===== src/rtl/led_pwm_fader.sv =====
// Four-channel active-low LED PWM driver with optional linear brightness fading (macro LED_PWM_FADER_FADE_EN).
// Latency: inputs registered once; led_out/busy/pwm_sync are registered; duty updates at PWM period boundaries.
// Backpressure: none; free-running counters, inputs sampled every cycle.
module led_pwm_fader #(
  parameter int unsigned PWM_BITS         = 8,
  parameter logic [31:0] FADE_STEP_CYCLES = 32'd1000
) (
  input  logic                clk,
  input  logic                reset,
  input  logic [3:0]          led_in,
  input  logic [PWM_BITS-1:0] duty_max,
  output logic [3:0]          led_out,
  output logic                busy,
  output logic                pwm_sync
);

  localparam logic [PWM_BITS-1:0] PWM_MAX = '1;

  logic [3:0]          led_in_q;
  logic [PWM_BITS-1:0] duty_max_q;
  logic [PWM_BITS-1:0] pwm_cnt;
  logic [PWM_BITS-1:0] target    [4];
  logic [PWM_BITS-1:0] level     [4];
  logic [PWM_BITS-1:0] level_nxt [4];
  logic [PWM_BITS-1:0] shadow    [4];
  logic                period_end;

  // A zero step period would never produce a step tick.
  if (FADE_STEP_CYCLES == 32'd0) begin : g_bad_step
    $error("FADE_STEP_CYCLES must be >= 1");
  end

  assign period_end = (pwm_cnt == PWM_MAX);

  // Requested-on channels aim for the brightness ceiling, others for dark.
  always_comb begin
    for (int i = 0; i < 4; i++) begin
      target[i] = led_in_q[i] ? '0 : duty_max_q;
    end
  end

  // Input sampling, PWM counter, sync pulse, period-aligned shadow and LED drive.
  always_ff @(posedge clk) begin
    if (reset) begin
      led_in_q   <= 4'b1111;
      duty_max_q <= '0;
      pwm_cnt    <= '0;
      pwm_sync   <= 1'b0;
      led_out    <= 4'b1111;
      for (int i = 0; i < 4; i++) begin
        shadow[i] <= '0;
      end
    end else begin
      led_in_q   <= led_in;
      duty_max_q <= duty_max;
      pwm_cnt    <= pwm_cnt + PWM_BITS'(1);
      pwm_sync   <= (pwm_cnt == '0);
      for (int i = 0; i < 4; i++) begin
        // Shadow takes the level as it stands before any same-cycle step.
        if (period_end) begin
          shadow[i] <= level[i];
        end
        led_out[i] <= ~(pwm_cnt < shadow[i]);
      end
    end
  end

`ifdef LED_PWM_FADER_FADE_EN
  localparam int STEP_W = (FADE_STEP_CYCLES > 32'd1) ? $clog2(FADE_STEP_CYCLES) : 1;
  localparam logic [STEP_W-1:0] STEP_LAST = STEP_W'(FADE_STEP_CYCLES - 32'd1);

  logic [STEP_W-1:0] step_cnt;
  logic              step_tick;
  logic [3:0]        differ;

  assign step_tick = (step_cnt == STEP_LAST);

  // Step-rate divider; wraps in the tick cycle.
  always_ff @(posedge clk) begin
    if (reset) begin
      step_cnt <= '0;
    end else begin
      step_cnt <= step_tick ? '0 : step_cnt + STEP_W'(1);
    end
  end

  // Move each level one count toward its target per tick; targets are in range so no wrap.
  always_comb begin
    differ = '0;
    for (int i = 0; i < 4; i++) begin
      level_nxt[i] = level[i];
      differ[i]    = (level[i] != target[i]);
      if (step_tick) begin
        if (level[i] < target[i]) begin
          level_nxt[i] = level[i] + PWM_BITS'(1);
        end else if (level[i] > target[i]) begin
          level_nxt[i] = level[i] - PWM_BITS'(1);
        end
      end
    end
  end

  // Busy while any channel is still ramping.
  always_ff @(posedge clk) begin
    if (reset) begin
      busy <= 1'b0;
    end else begin
      busy <= |differ;
    end
  end
`else
  // Without fading, levels follow targets directly.
  always_comb begin
    for (int i = 0; i < 4; i++) begin
      level_nxt[i] = target[i];
    end
  end

  assign busy = 1'b0;
`endif

  // Brightness level registers.
  always_ff @(posedge clk) begin
    if (reset) begin
      for (int i = 0; i < 4; i++) begin
        level[i] <= '0;
      end
    end else begin
      for (int i = 0; i < 4; i++) begin
        level[i] <= level_nxt[i];
      end
    end
  end

endmodule


===== config.mk =====
export PLATFORM = sky130hd
export DESIGN_NAME = led_pwm_fader
export DESIGN_NICKNAME = d
export VERILOG_FILES = /design/src/rtl/led_pwm_fader.sv
export SDC_FILE = /design/constraint.sdc
export NUM_CORES = 1
export LEC_CHECK = 0
export ABC_AREA = 1
export ABC_CLOCK_PERIOD_IN_PS = 3000
export CAP_MARGIN = 25
export CORE_MARGIN = 5
export CORE_UTILIZATION = 55
export CTS_BUF_LIST = sky130_fd_sc_hd__clkbuf_4
export DETAILED_ROUTE_END_ITERATION = 16
export PLACE_DENSITY = 0.85
export SKIP_CTS_REPAIR_TIMING = 1
export SYNTH_ARGS = -nofsm -noshare
export SYNTH_HDL_FRONTEND = slang
export SYNTH_SLANG_ARGS = --single-unit

===== constraint.sdc =====
create_clock -name clk -period 3 [get_ports clk]
set_input_delay 0.45 -clock clk [delete_from_list [all_inputs] [get_ports clk]]
set_output_delay 0.45 -clock clk [all_outputs]
set_load 0.01 [all_outputs]

==> results.json, run 1 <==
{
  "status": "complete, no violations",
  "insertion_delay_ns": 0.41,
  "grt_usage_pct": 14.06,
  "fin_tns_setup_ns": 0,
  "syn_to_final_growth_pct": 9.301,
  "drtAntennaViolNets": 0,
  "finalSetupViolations": 0,
  "slew_headroom_pct": 54.55,
  "grt_pass1_wl_um": 9466,
  "slowest_stage": "nand4_4",
  "ir_worst_vdd_v": 0.0003398,
  "period_needed_ns": 2.084,
  "drtPass1Iterations": 4,
  "clockRootBuffer": "clkbuf_4",
  "finalPower_mw": 2.041,
  "timing.final.crit_share_pct": 69.48,
  "seqPwrFrac_pct": 64.2,
  "synth-xor-area-share_pct": 0.4634,
  "grt_pass1_vias": 2176,
  "busiest_layer": "met2",
  "gr-total-overflow": 0,
  "dieArea_sq_mm": 0.008630,
  "via_count": 2318,
  "synth.most_common_cell": "inv_1",
  "r2r_slack_ns": 0.92,
  "synth_top_family_by_area": "simple AND/OR/NAND/NOR gates",
  "pwr-share-clk_pct": 28.8,
  "start_util_pct": 55.94,
  "synth.top_cells.by_count": "inv_1 (96), nor2_1 (58), dfxtp_1 (57), nand2_1 (52), edfxtp_1 (32)",
  "diodes": 0,
  "pin_count": 20,
  "rows": 30,
  "critPathKind": "flip-flop to flip-flop",
  "synth_area_leader_cell": "dfxtp_1",
  "worst-endpoint-arrival_ns": 2.33,
  "path_clk_slew_ns": 0.14,
  "cts_made_buffers": 9,
  "p_int_mw": 1.534,
  "synthCells": 407,
  "power_switching_mw": 0.5073,
  "grt_max_degree": 33,
  "drv_cap": 0,
  "syn_area_per_cell_sq_um": 9.287,
  "critPathRequiredTime_ns": 3.24,
  "antenna_found_initial": 0,
  "synthAdderAreaFrac_pct": 9.930,
  "synth_fp_nets": 451,
  "multi_input_comb_area_sq_mm": 0.001247,
  "post_synth_num_cell_types": 25,
  "finish.net_count": 472,
  "clock-sinks": 89,
  "io_buffers": 18,
  "max_freq_ghz": 0.4798,
  "ys_warn_count": 0,
  "synthMuxAreaShare_pct": 0,
  "yosysTopAreaCellShare_pct": 30.19,
  "grt_util_met1_pct": 17.11,
  "timing.hold.ws_ns": 0.4851,
  "fp.dieW_um": 92.90,
  "drc": 0,
  "p_comb_share_pct": 7.0,
  "hold_viol": 0,
  "post_route_cells_drive_above_1_share_pct": 13.63,
  "yosys.area_share.simple_pct": 20.92,
  "synthTopCellsByArea": "dfxtp_1 (30%), edfxtp_1 (25%), ha_1 (9.9%)",
  "gp_routability_congestion": 0.7938,
  "cpPeakStageDelay_ns": 0.54,
  "p_leak_nw": 1.835,
  "start_kind": "flip-flop",
  "synth_area_sq_mm": 0.003780,
  "die_y_um": 92.90,
  "worstPathCellList": "ha_1 -> nand3_2 -> nor2_4 -> nand4_4 -> nor2_1",
  "via_per_inst": 4.519,
  "synth-edff-count": 32,
  "p_per_area_mw_per_mm2": 494.0,
  "ff_latch_area_sq_mm": 0.002102,
  "yosysSeqAreaShare_pct": 55.61,
  "holdCritPathClass": "flip-flop to flip-flop",
  "maxSlewViolCount": 0,
  "cts_tree": "yes",
  "fillers": 542,
  "rsz0062_at_grt": "false",
  "ys_ff_latch": 89,
  "final_core_util_pct": 61.15,
  "cp_max_fo": 32,
  "dp_hpwl_um": 4138,
  "netSwitchingFraction_pct": 24.86,
  "cts_buffer_depth": 2,
  "grt_util_met3_pct": 3.412,
  "drt-wirelength-per-cell_um": 10.61,
  "met2_usage_pct": 23.82,
  "synth_compound_area_share_pct": 1.589,
  "drt_iter0_drc": 73,
  "yosys_most_used_dff": "dfxtp_1",
  "endpoint_kind": "flip-flop",
  "worstMarginPinSlew_ns": 0.6805,
  "synthArstFlopShare_pct": 0,
  "cts-htree-levels": 3,
  "core_region_area_sq_mm": 0.006756,
  "skew_ns": 0.01189,
  "wirelength_um": 5445
}
-- per-stage QoR --
step / worst slack, ns / std cells / instance area, sq um
3_3_place_gp: 0.7875 / 497 / 4009
3_5_place_dp: 0.6878 / 497 / 4009
6_report: 0.9156 / 513 / 4131
4_1_cts: 0.8664 / 513 / 4131
2_1_floorplan: 0.9316 / 407 / 3780
5_1_grt: 0.6659 / 513 / 4131
-- flip-flops by register name (all words and copies together), names as in the netlist --
| register | flops |
|---|---|
| duty_max_q | 8 |
| led_in_q | 4 |
| led_out | 4 |
| level | 32 |
| pwm_cnt | 8 |
| pwm_sync | 1 |
| shadow | 32 |
-- cells by family after synthesis --
family / count (synthesis)
AOI/OAI and AO/OA: 12
xor gates and xnor gates: 2
adders and majority gates: 30
buffers and inverters: 107
DFF: 89
other: 1
and+or+nand+nor: 166
-- worst paths after layout --
check	start	endpoint	depth (start not counted)
max	pwm_cnt[1]$_SDFF_PP0_	shadow[0][7]$_SDFFCE_PN0P_	5
min	pwm_cnt[0]$_SDFF_PP0_	pwm_cnt[0]$_SDFF_PP0_	1
max reg2reg	pwm_cnt[1]$_SDFF_PP0_	shadow[0][7]$_SDFFCE_PN0P_	5
min reg2reg	pwm_cnt[0]$_SDFF_PP0_	pwm_cnt[0]$_SDFF_PP0_	1
-- final cells by class --
class / count / share of cell area, %
Clock buffer: 9 / 1.635
Clock inverter: 7 / 1.333
Inverter: 97 / 8.813
Multi-Input combinational cell: 211 / 30.19
Sequential cell: 89 / 50.88
Tap cell: 80 / 2.423
Timing Repair Buffer: 20 / 4.724
-- worst max-delay path, delay by kind of cell (launching register included) --
kind                     cells  cell delay, ns
AND/OR/NAND/NOR              4            1.17
adder cells (fa/ha/maj)      1            0.26
flip-flops                   1            0.49
-- power groups by stage --
stage	Clock [mW]	Sequential, mW	Combinational (mW)
floorplan	0	1.33	0.0917
global placement	0	1.34	0.138
detailed placement	0	1.34	0.144
CTS	0.597	1.31	0.145
global route	0.651	1.31	0.166
finish	0.589	1.31	0.143
-- layer usage --
layer	vias up	part of all wire, %
li1	1256	-
met1	1013	45
met2	41	50
met3	8	3.7
met4	0	1.9
met5	-	0
-- cell usage in the layout (no fill, tap or decap), types with 2 or more instances in the layout --
cell / instances
inv_1: 96
nor2_1: 58
dfxtp_1: 57
nand2_1: 52
edfxtp_1: 32
ha_1: 30
nor2_2: 27
clkdlybuf4s50_1: 18
a21oi_1: 11
clkbuf_4: 9
nand3_1: 8
or2_2: 8
nor2_4: 4
and3_1: 4
xor2_1: 2
clkinv_2: 2
clkinv_4: 2
buf_4: 2
Power figures use the tool's default switching activity.
==> run 2, diff against run 1 <==
--- a/config.mk
+++ b/config.mk
@@ -6,13 +6,13 @@
 export NUM_CORES = 1
 export LEC_CHECK = 0
 export ABC_AREA = 1
-export ABC_CLOCK_PERIOD_IN_PS = 3000
+export ABC_CLOCK_PERIOD_IN_PS = 1700
 export CAP_MARGIN = 25
 export CORE_MARGIN = 5
 export CORE_UTILIZATION = 55
 export CTS_BUF_LIST = sky130_fd_sc_hd__clkbuf_4
 export DETAILED_ROUTE_END_ITERATION = 16
-export PLACE_DENSITY = 0.85
+export PLACE_DENSITY = 0.88
 export SKIP_CTS_REPAIR_TIMING = 1
 export SYNTH_ARGS = -nofsm -noshare
 export SYNTH_HDL_FRONTEND = slang
==> constraint.sdc (replaced) <==
create_clock -name clk -period 1.7 [get_ports clk]
set_input_delay 0.255 -clock clk [delete_from_list [all_inputs] [get_ports clk]]
set_output_delay 0.255 -clock clk [all_outputs]
set_load 0.01 [all_outputs]
==> results.json, run 2 (synthesized netlist as in run 1, its figures left out) <==
{
  "finalSetupViolations": 0,
  "via_count": 2414,
  "grt_max_degree": 22,
  "wirelength_um": 5738,
  "cts_tree": "yes",
  "path_clk_slew_ns": 0.13,
  "grt_util_met3_pct": 4.468,
  "timing.final.crit_share_pct": 92.92,
  "diodes": 0,
  "post_route_cells_drive_above_1_share_pct": 16.03,
  "maxSlewViolCount": 0,
  "p_per_area_mw_per_mm2": 872.2,
  "clockRootBuffer": "clkbuf_4",
  "place_worst_setup_slack_ns": 0.02914,
  "die_y_um": 92.90,
  "antenna_found_initial": 0,
  "grt_util_met1_pct": 17.29,
  "finish.net_count": 482,
  "hold_viol": 0,
  "via_per_inst": 4.616,
  "grt_pass1_vias": 2251,
  "gr-total-overflow": 0,
  "drtPass1Iterations": 4,
  "drv_cap": 0,
  "reg.largest.list": "level x32, shadow x32",
  "start_kind": "flip-flop",
  "holdCritPathClass": "primary input to flip-flop",
  "final_cell_mix": "inv_1 (96), nor2_1 (58), dfxtp_1 (56)",
  "grt_pass1_wl_um": 9901,
  "p_leak_nw": 1.917,
  "grt_usage_pct": 14.98,
  "cts-htree-levels": 3,
  "cts_made_buffers": 9,
  "gp_routability_congestion": 0.8135,
  "drt_iter0_drc": 63,
  "max_freq_ghz": 0.6331,
  "pin_count": 20,
  "fin_tns_setup_ns": 0,
  "period_needed_ns": 1.580,
  "dieArea_sq_mm": 0.008630,
  "critPathKind": "flip-flop to flip-flop",
  "ir_worst_vdd_v": 0.0005741,
  "rsz0062_at_grt": "false",
  "fp.dieW_um": 92.90,
  "core_region_area_sq_mm": 0.006756,
  "endpoint_kind": "flip-flop",
  "drc": 0,
  "cts_buffer_depth": 2,
  "io_buffers": 18,
  "clock-sinks": 89,
  "met2_usage_pct": 25.31,
  "rows": 30,
  "syn_to_final_growth_pct": 13.34,
  "worst-endpoint-arrival_ns": 1.70,
  "cp_max_fo": 17,
  "final.setup.worst_slack_ns": 0.1204,
  "start_util_pct": 55.94,
  "drtAntennaViolNets": 0,
  "critPathRequiredTime_ns": 1.82,
  "status": "complete, no violations",
  "busiest_layer": "met2",
  "final_common_cell": "inv_1",
  "drt-wirelength-per-cell_um": 10.97,
  "skew_ns": 0.01906,
  "dp_hpwl_um": 4489,
  "insertion_delay_ns": 0.42
}
==> run 2: cell type report <==
class                      instances  area [sq um]
fill                             526          2472
sequential                        89          2103
multi-input combinational        211          1257
inverter                          97         364.1
timing repair buffer              30         320.3
tap                               80         100.1
clock buffer                      11         82.58
clock inverter                     5         56.30
==> run 2: per-layer routing <==
layer	vias to the layer above	wire, um	part of all wire (%)
li1	1276	-	-
met2	59	2879	50
met3	18	248	4.3
met5	-	0	0
met1	1061	2449	43
met4	0	160	2.8
==> run 2: power breakdown <==
part	switching [mW]	leakage (nW)	internal (mW)
sequential	0.0241	0.770	2.28
clock	0.668	0.0789	0.484
combinational	0.155	1.07	0.125
total	0.847	1.92	2.89
==> run 2: through the flow <==
| step | hold slack, ns | area (sq um) | util, % | instances | power (mW) |
|---|---|---|---|---|---|
| floorplan | 0.3588 | 3787 | - | 407 | 2.518 |
| global placement | 0.4415 | 4141 | 61.30 | 507 | 2.618 |
| detailed placement | 0.4538 | 4141 | 61.30 | 507 | 2.636 |
| CTS | 0.3126 | 4280 | 63.35 | 523 | 3.770 |
| global route | 0.2801 | 4284 | 63.41 | 523 | 3.922 |
| finish | 0.3338 | 4284 | 63.41 | 523 | 3.736 |
==> run 2: worst paths after layout <==
path                            cells past startpoint             startpoint  slack (ns)                         end
worst max-delay path                                6  pwm_cnt[0]$_SDFF_PP0_        0.12  shadow[2][0]$_SDFFCE_PN0P_
worst min-delay path                                3            duty_max[5]        0.33    duty_max_q[5]$_SDFF_PP0_
worst max register to register                      6  pwm_cnt[0]$_SDFF_PP0_        0.12  shadow[2][0]$_SDFFCE_PN0P_
worst min register to register                      1  pwm_cnt[0]$_SDFF_PP0_        0.44       pwm_cnt[0]$_SDFF_PP0_
==> run 2: worst max-delay path, stage by stage (launching register included) <==
cell and delay (ns):
dfxtp_2 0.38, ha_2 0.20, nand3_2 0.12, nor2_4 0.16
nand3_1 0.13, nand2_4 0.13, buf_12 0.16
==> run 3, diff against run 2 <==
--- a/config.mk
+++ b/config.mk
@@ -6,13 +6,12 @@
 export NUM_CORES = 1
 export LEC_CHECK = 0
 export ABC_AREA = 1
-export ABC_CLOCK_PERIOD_IN_PS = 1700
-export CAP_MARGIN = 25
+export ABC_CLOCK_PERIOD_IN_PS = 1600
 export CORE_MARGIN = 5
 export CORE_UTILIZATION = 55
 export CTS_BUF_LIST = sky130_fd_sc_hd__clkbuf_4
 export DETAILED_ROUTE_END_ITERATION = 16
-export PLACE_DENSITY = 0.88
+export PLACE_DENSITY = 0.85
 export SKIP_CTS_REPAIR_TIMING = 1
 export SYNTH_ARGS = -nofsm -noshare
 export SYNTH_HDL_FRONTEND = slang
==> constraint.sdc (replaced) <==
create_clock -name clk -period 1.6 [get_ports clk]
set_input_delay 0.24 -clock clk [delete_from_list [all_inputs] [get_ports clk]]
set_output_delay 0.24 -clock clk [all_outputs]
set_load 0.01 [all_outputs]
==> results.json, run 3 (synthesized netlist as in run 1, its figures left out) <==
{
  "status": "complete, no violations",
  "cpPeakStageDelay_ns": 0.52,
  "maxSlewViolCount": 0,
  "path_clk_slew_ns": 0.15,
  "p_per_area_mw_per_mm2": 943.8,
  "final.setup.worst_slack_ns": 0.07348,
  "pwr-share-clk_pct": 32.6,
  "grt_usage_pct": 15.94,
  "critPathKind": "flip-flop to output port",
  "clock-sinks": 89,
  "fillers": 507,
  "worstPathCellList": "clkdlybuf4s50_1",
  "clockRootBuffer": "clkbuf_4",
  "cp_max_fo": 1,
  "hold_viol": 0,
  "slowest_stage": "clkdlybuf4s50_1",
  "drtAntennaViolNets": 0,
  "rsz0062_at_grt": "false",
  "cts_tree": "yes",
  "crit_cells": 1,
  "post_route_cells_drive_above_1_share_pct": 17.45,
  "period_needed_ns": 1.527,
  "gr-total-overflow": 0,
  "worst-endpoint-arrival_ns": 1.29,
  "timing.final.crit_share_pct": 95.41,
  "finalPower_mw": 4.092,
  "via_per_inst": 4.706,
  "drt-wirelength-per-cell_um": 11.89,
  "max_freq_ghz": 0.6551,
  "finish.net_count": 486,
  "reg.largest.list": "level x32, shadow x32",
  "wirelength_um": 6264,
  "drt_iter0_drc": 98,
  "grt_max_degree": 22,
  "skew_ns": 0.01313,
  "syn_to_final_growth_pct": 14.70,
  "whs_path_depth": 3,
  "io_buffers": 18,
  "core_region_area_sq_mm": 0.006756,
  "finalSetupViolations": 0,
  "reg2regPathDepth": 7,
  "cts_buffer_depth": 2,
  "p_leak_nw": 1.955,
  "fp.dieW_um": 92.90,
  "p_int_mw": 3.069,
  "design_area_sq_mm": 0.004335,
  "final_cell_mix": "inv_1 (96), nor2_1 (58), dfxtp_1 (54)",
  "ir_worst_vdd_v": 0.0008682,
  "crit_family": "buffers and inverters",
  "final_common_cell": "inv_1",
  "seqPwrFrac_pct": 59.9,
  "via_count": 2480,
  "power_switching_mw": 1.023,
  "rows": 30,
  "antenna_found_initial": 0,
  "insertion_delay_ns": 0.43,
  "dp_hpwl_um": 4611,
  "critPathRequiredTime_ns": 1.36,
  "cts-htree-levels": 3,
  "pin_count": 20,
  "gp_routability_congestion": 0.8364,
  "diodes": 0,
  "start_util_pct": 55.94,
  "drv_cap": 0,
  "placed_cell_area_sq_mm": 0.004160,
  "path_buf_inv": 1,
  "die_y_um": 92.90,
  "start_kind": "flip-flop",
  "drtPass1Iterations": 4,
  "fin_cells": 527,
  "netSwitchingFraction_pct": 25.00,
  "place_worst_setup_slack_ns": -0.005792,
  "endpoint_kind": "output port",
  "holdCritPathClass": "primary input to flip-flop",
  "cts_made_buffers": 9,
  "place_inst": 509,
  "drc": 0,
  "dieArea_sq_mm": 0.008630,
  "final_core_util_pct": 64.17,
  "grt_pass1_wl_um": 10630,
  "grt_pass1_vias": 2458,
  "p_comb_share_pct": 7.5
}
run 3: per-stage QoR:
| stage | hold WS (ns) | setup TNS [ns] |
|---|---|---|
| 3_3_place_gp | 0.4731 | 0 |
| 2_1_floorplan | 0.3438 | 0 |
| 6_report | 0.3057 | 0 |
| 3_5_place_dp | 0.4762 | -0.008300 |
| 5_1_grt | 0.2706 | 0 |
| 4_1_cts | 0.2893 | -0.01754 |
run 3: layout make-up:
cell class | instances | area, sq um | share of cell area (%)
clock buffer | 9 | 67.56 | 1.558
clock inverter | 7 | 85.08 | 1.962
multi-input combinational | 211 | 1257 | 29.00
tap | 80 | 100.1 | 2.309
inverter | 97 | 364.1 | 8.398
sequential | 89 | 2106 | 48.57
timing repair buffer | 34 | 355.3 | 8.196
run 3: power groups by stage:
| stage | clock network (mW) | logic [mW] | registers [mW] |
|---|---|---|---|
| floorplan | 0 | 0.173 | 2.50 |
| global placement | 0 | 0.289 | 2.50 |
| detailed placement | 0 | 0.306 | 2.50 |
| CTS | 1.35 | 0.310 | 2.45 |
| global route | 1.45 | 0.348 | 2.46 |
| finish | 1.34 | 0.306 | 2.45 |
run 3: final timing paths:
path / startpoint / endpoint / slack [ns]
worst max-delay path: led_out[0]$_SDFF_PP1_ / led_out[0] / 0.07
worst min-delay path: duty_max[5] / duty_max_q[5]$_SDFF_PP0_ / 0.31
worst max register to register: pwm_cnt[0]$_SDFF_PP0_ / shadow[2][2]$_SDFFCE_PN0P_ / 0.08
worst min register to register: duty_max_q[1]$_SDFF_PP0_ / level[3][1]$_SDFF_PP0_ / 0.50
run 3: layer usage:
metal	share of wire [%]	track usage, %	vias up
met5	0	0	-
met1	42	17.95	1118
met4	3.4	9.524	0
li1	-	-	1289
met3	3.9	2.600	16
met2	50	28.13	57
